File: src/rtl/int_ctrl_pkg.sv
// int_ctrl_pkg: shared constants and types for the interrupt controller
package int_ctrl_pkg;
  localparam int INT_LINES = 6;
  localparam int TIMER_LINE = 5;
  localparam logic [31:0] COMPARE_RST = 32'hFFFF_FFFF;
  typedef logic [INT_LINES-1:0] line_vec_t;
  function automatic line_vec_t rise_vec(line_vec_t s, line_vec_t p);
    return s & ~p;
  endfunction
endpackage

File: src/rtl/int_sync.sv
// int_sync: multi-flop synchronizer for one interrupt line with previous-sample output
module int_sync #(
  parameter int SYNC_STAGES = 2
) (
  input  logic clk,
  input  logic rst,
  input  logic d,
  output logic s,
  output logic prev
);
  logic [SYNC_STAGES-1:0] ff;
  always_ff @(posedge clk) begin
    if (rst) begin
      ff <= '0;
      prev <= 1'b0;
    end else begin
      ff <= {ff[SYNC_STAGES-2:0], d};
      prev <= ff[SYNC_STAGES-1];
    end
  end
  assign s = ff[SYNC_STAGES-1];
endmodule

File: src/rtl/int_ctrl.sv
// int_ctrl: level/edge interrupt controller with optional count/compare timer on line 5 (INT_CTRL_TIMER_EN)
module int_ctrl
  import int_ctrl_pkg::*;
#(
  parameter int SYNC_STAGES = 2,
  parameter int COUNT_DIV = 2
) (
  input  logic                 clk,
  input  logic                 rst,
  input  logic [INT_LINES-1:0] irq_in,
  input  logic [INT_LINES-1:0] irq_edge,
  input  logic                 ack,
  input  logic [INT_LINES-1:0] ack_mask,
  input  logic                 cnt_wr,
  input  logic                 cmp_wr,
  input  logic [31:0]          wr_data,
  output logic [31:0]          count,
  output logic [31:0]          compare,
  output logic [INT_LINES-1:0] hard_int,
  output logic                 timer_pending
);
  line_vec_t s, prev, pending, pend_nxt, rise, clr, hi_nxt, tp_bits;
  logic [2:0] warm;
  logic armed;
  for (genvar i = 0; i < INT_LINES; i++) begin : g_sync
    int_sync #(.SYNC_STAGES(SYNC_STAGES)) u_sync (
      .clk(clk), .rst(rst), .d(irq_in[i]), .s(s[i]), .prev(prev[i])
    );
  end
  // Edges are ignored until both s and prev hold post-reset samples, so lines high through reset never latch
  assign armed = warm == 3'(SYNC_STAGES + 1);
  assign rise = armed ? rise_vec(s, prev) : '0;
  assign clr = ack ? ack_mask : '0;
  assign pend_nxt = irq_edge & (rise | (pending & ~clr));
`ifdef INT_CTRL_TIMER_EN
  localparam line_vec_t LINE_MASK = ~(line_vec_t'(1) << TIMER_LINE);
  localparam int PW = COUNT_DIV > 1 ? $clog2(COUNT_DIV) : 1;
  logic [PW-1:0] pre;
  logic inc, upd, tp_nxt;
  logic [31:0] cnt_nxt;
  assign inc = pre == PW'(COUNT_DIV - 1);
  assign cnt_nxt = cnt_wr ? wr_data : count + 32'(inc);
  assign upd = cnt_wr | inc;
  // Match compares against the old compare value; a compare write always clears
  assign tp_nxt = !cmp_wr && (timer_pending || (upd && cnt_nxt == compare));
  assign tp_bits = line_vec_t'(tp_nxt) << TIMER_LINE;
  always_ff @(posedge clk) begin
    if (rst) begin
      pre <= '0;
      count <= '0;
      compare <= COMPARE_RST;
      timer_pending <= 1'b0;
    end else begin
      pre <= upd ? '0 : pre + 1'b1;
      count <= cnt_nxt;
      compare <= cmp_wr ? wr_data : compare;
      timer_pending <= tp_nxt;
    end
  end
`else
  localparam line_vec_t LINE_MASK = '1;
  logic unused_timer;
  assign unused_timer = ^{cnt_wr, cmp_wr, wr_data};
  assign tp_bits = '0;
  assign count = '0;
  assign compare = '0;
  assign timer_pending = 1'b0;
`endif
  assign hi_nxt = LINE_MASK & (pend_nxt | (~irq_edge & s));
  always_ff @(posedge clk) begin
    if (rst) begin
      warm <= '0;
      pending <= '0;
      hard_int <= '0;
    end else begin
      warm <= armed ? warm : warm + 3'd1;
      pending <= pend_nxt & LINE_MASK;
      hard_int <= hi_nxt | tp_bits;
    end
  end
endmodule
File: config.mk
export PLATFORM = sky130hd
export DESIGN_NAME = int_ctrl
export DESIGN_NICKNAME = d
export VERILOG_FILES = /design/src/rtl/int_ctrl_pkg.sv /design/src/rtl/int_sync.sv /design/src/rtl/int_ctrl.sv
export SDC_FILE = /design/constraint.sdc
export NUM_CORES = 1
export LEC_CHECK = 0
export CORE_UTILIZATION = 31
export CTS_BUF_LIST = sky130_fd_sc_hd__clkbuf_2 sky130_fd_sc_hd__clkbuf_4 sky130_fd_sc_hd__clkbuf_8
export DETAILED_ROUTE_END_ITERATION = 10
export PLACE_DENSITY = 0.88
export SLEW_MARGIN = 25
export SYNTH_ARGS = -nofsm -noshare
export SYNTH_HDL_FRONTEND = slang
export SYNTH_SLANG_ARGS = --single-unit
File: constraint.sdc
create_clock -name clk -period 1 [get_ports clk]
set_input_delay 0.2 -clock clk [delete_from_list [all_inputs] [get_ports clk]]
set_output_delay 0.2 -clock clk [all_outputs]
set_load 0.005 [all_outputs]
==> summary.txt <==
Cells along the critical path -> ha_4 > ha_4 > buf_8 > mux2i_1 > nor2_1
Vert. Die Dim -> 74.5 microns
Pin count of the biggest net entering global routing -> 12
Slew Limit Fails -> 0
Setup crit end kind -> flop
Total track usage -> 9.03%
Die Wd -> 74.5 microns
DR WL/cell -> 9.00 microns
Reg-to-Reg Start -> warm[0]
WL final -> 2530 microns
Drt first pass iters -> 4
Critical path origin -> warm[0]
Violated checks -> negative setup slack
PortBufs -> 26
CP Data Required Time -> 1.18 ns
Global placement routability congestion -> 0.721
Pleak -> 0.836 nW
Multi-input logic area -> 757 sq um
Max-Cap Viols -> 0
WP data arrival -> 1.29 ns
DRC -> 0
Commonest non-fill, non-tap cell in the layout -> conb_1
CTS root buf -> clkbuf_8
Number of global-route vias before repair -> 891
R2R depth -> 5
Hold WS -> 0.439 ns
Initial antenna violation count -> 0
Worst ir drop on vdd -> 0.000484 V
Crit-path slowest cell -> dfxtp_2
Design Power -> 0.00286 W
CP max stage delay -> 0.35 ns
Site row count -> 26
Post-Route Utilization -> 37.8%
Worst setup margin -> -0.114 ns
Critical path depth -> 5
Final nets -> 267
Net Sw Frac -> 26.2%
Core Footprint -> 5070 sq um
TritonCTS clock tree -> built
Share of the synthesized area in the top cell type -> 40.5%
Worst-Skew Late Latency -> 0.29 ns
Setup bufs post-CTS -> 0
Hold Vio Cnt, Final -> 0
Syn. warnings -> 0
Share of cells above drive strength 1 -> 19.0%
Reg power frac -> 49.4%
Max FO, Critical Path -> 5
Post-CTS Hold Fix Bufs -> 0
Setup Skew -> 0.00665 ns
Num CTS Buffers -> 5
Internal power -> 0.00211 W
CP startpoint kind -> flop
Congestion Overflow GR -> 0
Status -> finished with violations
Vias -> 1006
Clock transition at path regs -> 0.07 ns
Mapped cell area -> 1630 sq um
Drt first-iter violations -> 32
Synth area leader -> dfxtp_1
Worst flop-to-flop path endpoint -> warm[1]
P_sw -> 0.000750 W
Sequential share of the synthesized area -> 40.5%
Worst min-delay path class -> reg -> reg
Ant diodes -> 0
# clock sinks -> 33
Initial core utilization -> 32.1%
H-tree Lvls -> 2
R2R Setup Slk -> -0.11 ns
Total die area -> 5560 sq um
Pwr Density -> 1490 nW/um^2
Bufs on Longest Clock Path -> 2
Via density -> 3.58
Antenna Nets Post-Route -> 0
Peak Freq -> 898 MHz
Clk pwr share -> 33.9%
Synthesis-stage register bit count -> 33
Critical path class -> reg -> reg
Most frequent cells in the layout -> 65 x conb_1, 31 x dfxtp_1, 20 x clkdlybuf4s50_1
Final Setup Violations -> 15
Global-route wire length before repair -> 3560 microns
HPWL after DPL -> 1870 microns
Tmin final -> 1.11 ns
Syn Inst Count -> 173
Comb power frac -> 16.6%
Final-layout fill cell count -> 512
IO Pins -> 126
Synthesis-to-finish area growth -> 17.6%
Synth area leaders -> dfxtp_1 40%, buf_4 30%, nor2b_1 6.5%
Period utilization -> 111%
Critical Path End -> warm[1]
Synth cell types -> 19
Most used cell, CP -> ha_4
Seq. cell area -> 663 sq um
Crit path buffers/inverters -> 1
CP top delay family -> flip-flops
Mapped Avg Cell Area -> 9.43 sq um
RSZ-0062 raised after global routing -> yes
==> metrics by stage <==
stage	std cells	cell area [sq um]	setup slack [ns]	TNS, ns
global placement	272	1790	-0.216	-5.16
floorplan	237	1910	-0.0380	-0.273
global route	281	1920	-0.151	-1.74
CTS	280	1870	-0.114	-1.28
finish	281	1920	-0.114	-1.07
detailed placement	272	1790	-0.247	-5.79
==> power by group through the flow <==
| stage | registers (W) | clock network, W | logic, W |
|---|---|---|---|
| 6_report | 0.00141 | 0.000970 | 0.000476 |
| 5_1_grt | 0.00142 | 0.00106 | 0.000538 |
| 4_1_cts | 0.00141 | 0.000993 | 0.000397 |
| 3_5_place_dp | 0.00144 | 0 | 0.000391 |
| 3_3_place_gp | 0.00144 | 0 | 0.000372 |
| 2_1_floorplan | 0.00144 | 0 | 0.000418 |
==> repair_timing <==
item	4_1_cts	5_1_grt
pin swaps	0	9
resized for setup	17	19
setup endpoints to repair	21	19
hold endpoints to repair	0	0
cloned	0	1
==> registers in the layout (all words and copies together) (netlist names) <==
name	flops
g_sync.u_sync.prev	6
hard_int	6
pending	6
g_sync.u_sync.ff	12
warm	3
==> worst min path at each step <==
stage	cells past startpoint	end	start
CTS	1	g_sync[2].u_sync.ff[1]	g_sync[2].u_sync.ff[0]
finish	1	g_sync[2].u_sync.ff[1]	g_sync[2].u_sync.ff[0]
detailed placement	1	g_sync[2].u_sync.ff[1]	g_sync[2].u_sync.ff[0]
global route	1	g_sync[0].u_sync.ff[1]	g_sync[0].u_sync.ff[0]
floorplan	1	g_sync[5].u_sync.prev	rst
global placement	1	g_sync[0].u_sync.ff[1]	g_sync[0].u_sync.ff[0]
==> Yosys cell counts <==
| cell | n |
|---|---|
| inv_1 | 2 |
| buf_6 | 1 |
| ha_1 | 2 |
| nand2_1 | 12 |
| nand2b_1 | 2 |
| nand3b_1 | 6 |
| buf_4 | 65 |
| xor2_1 | 1 |
| dfxtp_1 | 33 |
| and2b_4 | 1 |
| buf_2 | 2 |
| o2bb2ai_1 | 6 |
| a21oi_1 | 7 |
| nand2b_4 | 4 |
| mux2i_1 | 1 |
| conb_1 | 1 |
| nor2b_1 | 17 |
| o21ai_0 | 6 |
| nor2_1 | 4 |
==> kinds of logic after synthesis <==
| kind of cell | after synthesis | synth area share [%] |
|---|---|---|
| AND/OR/NAND/NOR | 46 | 17.7 |
| multiplexers | 1 | 0.614 |
| AO/OA/AOI/OAI | 19 | 7.21 |
| buffers and inverters | 70 | 31.7 |
| XOR/XNOR | 1 | 0.537 |
| flip-flops | 33 | 40.5 |
| adder cells (fa/ha/maj) | 2 | 1.53 |
| other | 1 | 0.230 |
==> metal layers <==
layer / wire [microns] / global-route usage [%] / vias to the layer above
li1: - / - / 492
met1: 874 / 7.85 / 448
met2: 1290 / 15.1 / 59
met3: 268 / 4.74 / 7
met4: 95 / 7.97 / 0
met5: 0 / 0 / -
==> final cells by class <==
class	count	area share [%]
multi-input combinational	134	39.4
timing repair buffer	34	16.4
inverter	2	0.522
clock buffer	5	3.59
sequential	33	34.6
tap	70	4.56
clock inverter	3	0.913
Note: power is estimated with default switching activity, not from simulation.
